===== src/rtl/dec_monitor_if.sv =====
// Bundle of decoder sample inputs and monitor results shared by dec_monitor and its driver.
// The master side presents samples and clr_err; the slave side reports codes and error state.
interface dec_monitor_if;
  logic [7:0] dec_out;
  logic [7:0] not_dec_out;
  logic       en;
  logic       sample;
  logic       clr_err;
  logic [2:0] code;
  logic       code_valid;
  logic       active;
  logic       err_pair;
  logic       err_onehot;
  logic [7:0] err_cnt;
  logic       sticky_err;
  logic [7:0] hit_map;
  logic       sweep_done;

  modport master (
    output dec_out, not_dec_out, en, sample, clr_err,
    input  code, code_valid, active, err_pair, err_onehot,
    input  err_cnt, sticky_err, hit_map, sweep_done
  );

  modport slave (
    input  dec_out, not_dec_out, en, sample, clr_err,
    output code, code_valid, active, err_pair, err_onehot,
    output err_cnt, sticky_err, hit_map, sweep_done
  );
endinterface


===== src/rtl/dec_monitor.sv =====
// Two-stage checker for a 3-to-8 decoder: stage 1 captures a strobed sample, stage 2 reports
// the encoded line, pairing/line-count errors, a saturating error count and a coverage map.
module dec_monitor (
  input  logic          clk,
  input  logic          rst,
  dec_monitor_if.slave  bus
);

  logic       s1_valid_q, s1_valid_d;
  logic [7:0] s1_dec_q, s1_dec_d;
  logic [7:0] s1_ndec_q, s1_ndec_d;
  logic       s1_en_q, s1_en_d;

  logic [2:0] code_q, code_d;
  logic       code_valid_q, code_valid_d;
  logic       active_q, active_d;
  logic       err_pair_q, err_pair_d;
  logic       err_onehot_q, err_onehot_d;
  logic [7:0] err_cnt_q, err_cnt_d;
  logic       sticky_err_q, sticky_err_d;
  logic [7:0] hit_map_q, hit_map_d;

  logic [2:0] calc_code;
  logic [3:0] calc_ones;
  logic       calc_active;
  logic       calc_pair;
  logic       calc_onehot;
  logic       calc_err;

  // Evaluation of the captured sample; only consumed when s1_valid_q is set.
  always_comb begin
    calc_code = 3'd0;
    for (int i = 7; i >= 0; i--) begin
      if (s1_dec_q[i]) calc_code = 3'(i);
    end
    calc_ones = 4'd0;
    for (int i = 0; i < 8; i++) begin
      calc_ones = calc_ones + {3'b000, s1_dec_q[i]};
    end
    calc_active = |s1_dec_q;
    calc_pair   = |(s1_dec_q ~^ s1_ndec_q);
    calc_onehot = s1_en_q ? (calc_ones != 4'd1) : calc_active;
    calc_err    = calc_pair | calc_onehot;
  end

  always_comb begin
    s1_valid_d   = bus.sample;
    s1_dec_d     = s1_dec_q;
    s1_ndec_d    = s1_ndec_q;
    s1_en_d      = s1_en_q;
    code_valid_d = s1_valid_q;
    code_d       = code_q;
    active_d     = active_q;
    err_pair_d   = err_pair_q;
    err_onehot_d = err_onehot_q;
    err_cnt_d    = err_cnt_q;
    sticky_err_d = sticky_err_q;
    hit_map_d    = hit_map_q;

    if (bus.sample) begin
      s1_dec_d  = bus.dec_out;
      s1_ndec_d = bus.not_dec_out;
      s1_en_d   = bus.en;
    end

    if (s1_valid_q) begin
      code_d       = calc_code;
      active_d     = calc_active;
      err_pair_d   = calc_pair;
      err_onehot_d = calc_onehot;
    end

    // clr_err takes priority and discards any accounting for the sample reported this edge.
    if (bus.clr_err) begin
      err_cnt_d    = 8'h00;
      sticky_err_d = 1'b0;
      hit_map_d    = 8'h00;
    end else if (s1_valid_q) begin
      if (calc_err) begin
        if (err_cnt_q != 8'hFF) err_cnt_d = err_cnt_q + 8'd1;
        sticky_err_d = 1'b1;
      end else if (s1_en_q) begin
        hit_map_d = hit_map_q | (8'd1 << calc_code);
      end
    end
  end

  always_ff @(posedge clk or posedge rst) begin
    if (rst) begin
      s1_valid_q   <= 1'b0;
      s1_dec_q     <= 8'h00;
      s1_ndec_q    <= 8'h00;
      s1_en_q      <= 1'b0;
      code_q       <= 3'd0;
      code_valid_q <= 1'b0;
      active_q     <= 1'b0;
      err_pair_q   <= 1'b0;
      err_onehot_q <= 1'b0;
      err_cnt_q    <= 8'h00;
      sticky_err_q <= 1'b0;
      hit_map_q    <= 8'h00;
    end else begin
      s1_valid_q   <= s1_valid_d;
      s1_dec_q     <= s1_dec_d;
      s1_ndec_q    <= s1_ndec_d;
      s1_en_q      <= s1_en_d;
      code_q       <= code_d;
      code_valid_q <= code_valid_d;
      active_q     <= active_d;
      err_pair_q   <= err_pair_d;
      err_onehot_q <= err_onehot_d;
      err_cnt_q    <= err_cnt_d;
      sticky_err_q <= sticky_err_d;
      hit_map_q    <= hit_map_d;
    end
  end

  assign bus.code       = code_q;
  assign bus.code_valid = code_valid_q;
  assign bus.active     = active_q;
  assign bus.err_pair   = err_pair_q;
  assign bus.err_onehot = err_onehot_q;
  assign bus.err_cnt    = err_cnt_q;
  assign bus.sticky_err = sticky_err_q;
  assign bus.hit_map    = hit_map_q;
  assign bus.sweep_done = &hit_map_q;

endmodule


===== src/flat_wrapper.sv =====
// flat-port wrapper written by rule: the top's interface ports become plain ports
module dec_monitor_flat 
  (clk, rst, bus_dec_out, bus_not_dec_out, bus_en, bus_sample, bus_clr_err, bus_code, bus_code_valid, bus_active, bus_err_pair, bus_err_onehot, bus_err_cnt, bus_sticky_err, bus_hit_map, bus_sweep_done);
  dec_monitor_if bus_i ();
  input  logic clk;
  input  logic rst;
  input wire logic [$bits(bus_i.dec_out)-1:0] bus_dec_out;
  input wire logic [$bits(bus_i.not_dec_out)-1:0] bus_not_dec_out;
  input wire logic [$bits(bus_i.en)-1:0] bus_en;
  input wire logic [$bits(bus_i.sample)-1:0] bus_sample;
  input wire logic [$bits(bus_i.clr_err)-1:0] bus_clr_err;
  output wire logic [$bits(bus_i.code)-1:0] bus_code;
  output wire logic [$bits(bus_i.code_valid)-1:0] bus_code_valid;
  output wire logic [$bits(bus_i.active)-1:0] bus_active;
  output wire logic [$bits(bus_i.err_pair)-1:0] bus_err_pair;
  output wire logic [$bits(bus_i.err_onehot)-1:0] bus_err_onehot;
  output wire logic [$bits(bus_i.err_cnt)-1:0] bus_err_cnt;
  output wire logic [$bits(bus_i.sticky_err)-1:0] bus_sticky_err;
  output wire logic [$bits(bus_i.hit_map)-1:0] bus_hit_map;
  output wire logic [$bits(bus_i.sweep_done)-1:0] bus_sweep_done;
  assign bus_i.dec_out = bus_dec_out;
  assign bus_i.not_dec_out = bus_not_dec_out;
  assign bus_i.en = bus_en;
  assign bus_i.sample = bus_sample;
  assign bus_i.clr_err = bus_clr_err;
  assign bus_code = bus_i.code;
  assign bus_code_valid = bus_i.code_valid;
  assign bus_active = bus_i.active;
  assign bus_err_pair = bus_i.err_pair;
  assign bus_err_onehot = bus_i.err_onehot;
  assign bus_err_cnt = bus_i.err_cnt;
  assign bus_sticky_err = bus_i.sticky_err;
  assign bus_hit_map = bus_i.hit_map;
  assign bus_sweep_done = bus_i.sweep_done;
  dec_monitor u_core (.clk(clk), .rst(rst), .bus(bus_i));
endmodule

===== config.mk =====
export PLATFORM = sky130hd
export DESIGN_NAME = dec_monitor_flat
export DESIGN_NICKNAME = d
export VERILOG_FILES = /design/src/rtl/dec_monitor_if.sv /design/src/rtl/dec_monitor.sv /design/src/flat_wrapper.sv
export SDC_FILE = /design/constraint.sdc
export NUM_CORES = 1
export LEC_CHECK = 0
export ABC_AREA = 1
export CAP_MARGIN = 20
export CORE_AREA = 3 3 92 94
export CTS_CLUSTER_DIAMETER = 200
export CTS_CLUSTER_SIZE = 25
export DETAILED_ROUTE_END_ITERATION = 10
export DIE_AREA = 0 0 95 97
export PLACE_DENSITY = 0.5
export SYNTH_ARGS = -nofsm -noshare
export SYNTH_HDL_FRONTEND = slang
export SYNTH_SLANG_ARGS = --single-unit

===== constraint.sdc =====
create_clock -name clk -period 3.12 [get_ports clk]
set_input_delay 0.624 -clock clk [delete_from_list [all_inputs] [get_ports clk]]
set_output_delay 0.624 -clock clk [all_outputs]
set_load 0.01 [all_outputs]

==> Word level (Yosys, flattened, before mapping) <==
Cells that the tools add are included.
{ "word_totals": {"regBits": 42, "in_bits": 21, "elab_cells": 57} }
{ "classes": {"addsub": 8, "n_eq_ne": 3, "shifts": 1, "n_mux": 20, "bitwise": 3, "reduce_logical": 10} }
{ "ops": {"columns": ["cell", "count"], "rows": [
  ["8-bit 2-to-1 mux", 8],
  ["4-bit by 1-bit adder with 4-bit output", 6],
  ["3-bit 2-to-1 mux", 8],
  ["8-bit OR reduction", 2],
  ["8-bit by 1-bit adder with 8-bit output, second input constant", 1],
  ["8-bit inequality test, second input constant", 1],
  ["8-bit bitwise OR", 1],
  ["8-bit AND reduction", 1],
  ["2-bit nonzero test", 4],
  ["1-bit by 3-bit << shifter with 8-bit output, first input constant", 1],
  ["8-bit bitwise XNOR", 1],
  ["3-bit AND reduction", 2],
  ["1-bit 2-to-1 mux", 4],
  ["4-bit by 1-bit inequality test with 1-bit output, second input constant", 1],
  ["1-bit by 1-bit adder with 2-bit output", 1],
  ["2-bit inequality test, second input constant", 1],
  ["2-bit AND reduction", 1],
  ["1-bit bitwise OR", 1]
]} }

==> Longest topological paths before layout <==
{ "logic_depth": {"word_depth": 14, "ltp_mapped": 19, "depth_no_buf": 19} }

==> Least setup slack after synthesis <==
No wires, ideal clock.
{ "synth_timing": {"kind": "reg-to-reg", "start": "reg u_core.s1_dec_q[0]", "end": "reg u_core.err_cnt_q[0], in the netlist u_core.bus.err_cnt[0]", "setup_time_ps": 121, "t_arrival_ps": 3291, "required_ps": 2999, "setup_slack_ps": -291, "stages_incl_launch_ff": 19, "path_buffers": 1, "period_less_slack_ps": 3411, "cell_sequence": "dfrtp_1 inv_1 ha_1 inv_1 fa_1 fa_1 inv_1 fa_1 inv_1 fa_1 nand3_1 nor2_1 nand2_1 nand2_2 nand4_1 nand3_2 buf_6 nand2_1 o21ai_1"} }
{ "synth_via": {"elab_chain_cells": 12} }
{ "synth_rtl": {"columns": ["item", "line_no", "source"], "rows": [
  ["from (decl)", "dec_monitor.sv:10", "logic [7:0] s1_dec_q, s1_dec_d;"],
  ["from (signal assigned)", "dec_monitor.sv:91", "s1_dec_q <= 8'h00;"],
  ["from (signal assigned)", "dec_monitor.sv:104", "s1_dec_q <= s1_dec_d;"],
  ["1-bit by 1-bit adder with 2-bit output", "dec_monitor.sv:38", "calc_ones = calc_ones + {3'b000, s1_dec_q[i]};"],
  ["4-bit by 1-bit adder with 4-bit output (6 in a row)", "dec_monitor.sv:38", null],
  ["4-bit by 1-bit inequality test with 1-bit output", "dec_monitor.sv:42", "calc_onehot = s1_en_q ? (calc_ones != 4'd1) : calc_active;"],
  ["1-bit 2-to-1 mux", "dec_monitor.sv:42", null],
  ["1-bit bitwise OR *", "dec_monitor.sv:43", "calc_err = calc_pair | calc_onehot;"],
  ["2-bit nonzero test (no line) *", null, null],
  ["3-bit AND reduction (no line) *", null, null],
  ["to (signal assigned)", "dec_monitor.sv:112", "err_cnt_q <= err_cnt_d;"],
  ["to (decl)", "dec_monitor.sv:19", "logic [7:0] err_cnt_q, err_cnt_d;"]
]} }
Mark *: on every way between the ends. The rest lies on a longest branch, timed or not.
A chain may end at the register's enable or synchronous reset.

==> Worst setup path after layout <==
{ "layout_timing": {"start": "reg u_core.s1_dec_q[1]", "end": "reg u_core.hit_map_q[1], in the netlist u_core.bus.hit_map[1]"} }
{ "layout_via": {"elab_chain_cells": 12} }
{ "layout_rtl": {"columns": ["item", "line_no", "source"], "rows": [
  ["1-bit by 1-bit adder with 2-bit output", "dec_monitor.sv:38", null],
  ["4-bit by 1-bit adder with 4-bit output (6 in a row)", "dec_monitor.sv:38", null],
  ["4-bit by 1-bit inequality test with 1-bit output", "dec_monitor.sv:42", null],
  ["1-bit 2-to-1 mux", "dec_monitor.sv:42", null],
  ["1-bit bitwise OR", "dec_monitor.sv:43", null],
  ["2-bit inequality test (no line)", null, null],
  ["3-bit AND reduction (no line)", null, null],
  ["to (signal assigned)", "dec_monitor.sv:114", "hit_map_q <= hit_map_d;"],
  ["to (decl)", "dec_monitor.sv:21", "logic [7:0] hit_map_q, hit_map_d;"]
]} }
Several ways; a longest one is shown, not always the timed one. The select of a mux whose other input is x is not followed.

==> metrics.md <==
| Metric | Value |
|---|---|
| WL per Instance | `11.64 µm` |
| Xor and xnor fraction of the mapped netlist area | `1.514%` |
| Routed vias | `1989` |
| Hold Slack | `0.4984 ns` |
| Mux contribution to synthesized area | `1.460%` |
| Net Count, Synth | `318` |
| Finished Layout Cells | `452` |
| Worst-Skew Late Latency | `0.29 ns` |
| CP required | `3.30 ns` |
| Cells after DPL | `442` |
| FF+latch area | `1051 µm²` |
| CTS clock-pin slew for the worst setup and hold paths | `0.08 ns` |
| Clock Skew | `0.006657 ns` |
| Hold Path End | `u_core.bus.err_pair` |
| Compound-Gate Fraction of Synth Area | `8.329%` |
| Top-area cell type share of the netlist area | `45.43%` |
| Leak pwr | `1.479 nW` |
| Final ANT Viol Nets | `0` |
| Max Clk Rate | `0.2897 GHz` |
| R2R Setup Slk | `-0.33 ns` |
| Simple-gate portion of the synthesized area | `28.61%` |
| Critical Path Start Type | `register` |
| Critical path peak fanout | `8` |
| Worst hold path depth | `2` |
| Reg-to-Reg Start | `u_core.s1_dec_q[1]` |
| Crit share post-route | `110.6%` |
| Leading area contributor after synthesis | `dfrtp_1` |
| Ranking of synthesized cells by area | `dfrtp_1, nand2_1, inv_1` |
| Final min period | `3.452 ns` |
| Layout fillers | `800` |
| Setup-failing EPs final | `18` |
| YS warnings | `0` |
| Synth-to-Final Area Change | `35.59%` |
| Total GRT Usage | `12.62%` |
| Grt total ovfl | `0` |
| Final nets | `381` |
| Initial antenna violation count | `0` |
| Core area | `7727 µm²` |
| PortBufs | `45` |
| N_diodes | `0` |
| Vias in the first global route | `1984` |
| Clk root buf | `clkbuf_8` |
| Yosys cell types | `29` |
| P per Cell Area | `435.2 nW/µm²` |
| Violations in the final reports | `setup timing` |
| Synth Area in Adders | `6.165%` |
| Num CTS Buffers | `5` |
| # DRC | `0` |
| Initial DRC count | `71` |
| Die area | `9215 µm²` |
| Average size of a mapped cell | `8.033 µm²` |
| Slew HR | `60.65%` |
| Share of cells above drive strength 1 | `18.00%` |
| CTS Buffer Depth | `2` |
| Io pins | `46` |
| Die Height | `97 µm` |
| Vias per cell | `4.400` |
| Largest net degree at the start of global routing | `43` |
| Hold Crit Class | `register to register` |
| Row cnt | `32` |
| R2R Path End | `u_core.bus.hit_map[1]` |
| Hold path start | `u_core.bus.err_pair` |
| RSZ-0062 raised after global routing | `true` |
| Die X | `95 µm` |
| Largest family of logic cells by synthesized area | `simple AND/OR/NAND/NOR gates` |
| Critical path endpoint category | `register` |
| Crit Path Category | `register to register` |
| Multi-input gate area | `1114 µm²` |
| Fin. Hold Viols | `0` |
| Detailed-router iteration count before antenna repair | `4` |
| Total power | `1.365 mW` |
| H-tree levels | `2` |
| Reg2reg path depth | `19` |
| Max Cap Viol | `0` |
| Mapped cell area | `2313 µm²` |
| Register area share after synthesis | `45.43%` |
| Total Routed Length | `5.263 mm` |
| Final slew viol count | `0` |
| Placement Setup Slack | `-0.3563 ns` |
| Count leader, synth | `nand2_1` |
| Asr flop ratio synth | `100.0%` |
| Post-Synthesis Cells | `288` |
| TritonCTS clock tree | `yes` |
| Initial core utilization | `29.94%` |
| Hpwl dp | `3.818 mm` |
| Status | `finished, violations left` |
| Most common library cells after synthesis | `nand2_1, dfrtp_1, inv_1` |
| EDFF count, synth | `0` |
| Worst EP arrival | `3.63 ns` |
| First-pass GRT wire length | `9.377 mm` |
| Gpl congestion | `0.7822` |
| Maximum vdd drop | `0.1478 mV` |
| Setup ws final | `-0.3318 ns` |
| Synthesized flop and latch total | `42` |
| Worst slew pin tran | `0.5884 ns` |
| Clock sink total | `42` |
| Ys flop type | `dfrtp_1` |
what timing repair did:
action,CTS,global route
resized for setup,11,5
endpoints found under the setup margin,18,18
hold endpoints to repair,0,0
gates cloned,1,0
pin swaps,2,9
buffers inserted,2,2
hold buffers,0,0
state kept, by name, summed over array words and instances, names as in the netlist:
| register | count |
|---|---|
| u_core.bus.hit_map | 8 |
| u_core.bus.sticky_err | 1 |
| u_core.code_valid_d | 1 |
| u_core.bus.err_pair | 1 |
| u_core.bus.code | 3 |
| u_core.s1_dec_q | 8 |
| u_core.bus.active | 1 |
| u_core.bus.code_valid | 1 |
| u_core.s1_ndec_q | 8 |
| u_core.bus.err_onehot | 1 |
| u_core.s1_en_q | 1 |
| u_core.bus.err_cnt | 8 |
stage by stage:
step	instance area [µm²]	util, %	setup TNS [ns]
after detailed placement	2970	38.44	-4.830
final	3137	40.59	-4.974
after floorplan	2316	-	-3.425
after global routing	3137	40.59	-8.517
after CTS	3134	40.56	-4.174
after global placement	2970	38.44	-4.022
how the worst max path moves through the flow:
| stage | from | end | cells past startpoint |
|---|---|---|---|
| floorplan | u_core.s1_dec_q[0] | u_core.bus.err_cnt[0] | 18 |
| global placement | u_core.s1_dec_q[0] | u_core.bus.err_cnt[4] | 17 |
| detailed placement | u_core.s1_dec_q[0] | u_core.bus.err_cnt[6] | 17 |
| CTS | u_core.s1_dec_q[1] | u_core.bus.hit_map[4] | 19 |
| global route | u_core.s1_dec_q[1] | u_core.bus.hit_map[4] | 19 |
| finish | u_core.s1_dec_q[1] | u_core.bus.hit_map[1] | 19 |
layer usage:
layer  vias to the layer above  routed length (µm)  global-route usage (%)
met5                         -                   0                       0
met1                       917                2573                   17.47
met2                        37                2400                   19.36
met4                         0                  83                   4.107
met3                         7                 205                   2.877
li1                       1028                   -                       -
cells in the final DEF (no fill, tap or decap), types with 4 or more instances in the layout:
cell | netlist | layout
buf_4 | 0 | 14
clkbuf_8 | 0 | 6
clkdlybuf4s50_1 | 0 | 45
dfrtp_1 | 42 | 42
ha_1 | 5 | 4
inv_1 | 32 | 28
inv_2 | 7 | 11
nand2_1 | 95 | 89
nand2_2 | 2 | 8
nand3_1 | 16 | 14
nand3_2 | 3 | 4
nand4_1 | 7 | 7
nor2_1 | 16 | 16
o21ai_0 | 20 | 19
o21ai_1 | 8 | 9
o21bai_1 | 4 | 4
or2_2 | 4 | 4
power by group:
part / switching (mW) / total, mW / internal, mW
clock network: 0.176 / 0.347 / 0.171
logic: 0.200 / 0.386 / 0.187
registers: 0.0419 / 0.632 / 0.590
cell families (layout without fill, tap and decap cells):
kind of cell,after synthesis,after routing
AO/OA/AOI/OAI,34,34
XOR/XNOR,4,4
adder cells (fa/ha/maj),9,9
buffers and inverters,46,108
flip-flops,42,42
multiplexers,3,3
AND/OR/NAND/NOR,150,150
final cells by class:
class | count | share of cell area (%)
inverters | 41 | 5.584
flip-flops and latches | 42 | 33.51
repair buffers | 61 | 18.71
multi-input cells | 200 | 35.50
well taps | 102 | 4.069
clock buffers | 6 | 2.633
worst max-delay path, stage by stage (launching register included):
cell and delay, ns:
dfrtp_1 0.37, inv_2 0.06, ha_4 0.26, inv_2 0.03, fa_1 0.45, fa_1 0.47
inv_2 0.07, fa_2 0.21, inv_2 0.04, fa_1 0.48, nand3_1 0.07, nor2_1 0.10
nand2_1 0.06, nand2_2 0.08, nand3_2 0.09, a21oi_4 0.22, buf_12 0.15, inv_8 0.04
nand2_2 0.04, nand2_1 0.06
Power figures use the tool's default switching activity.
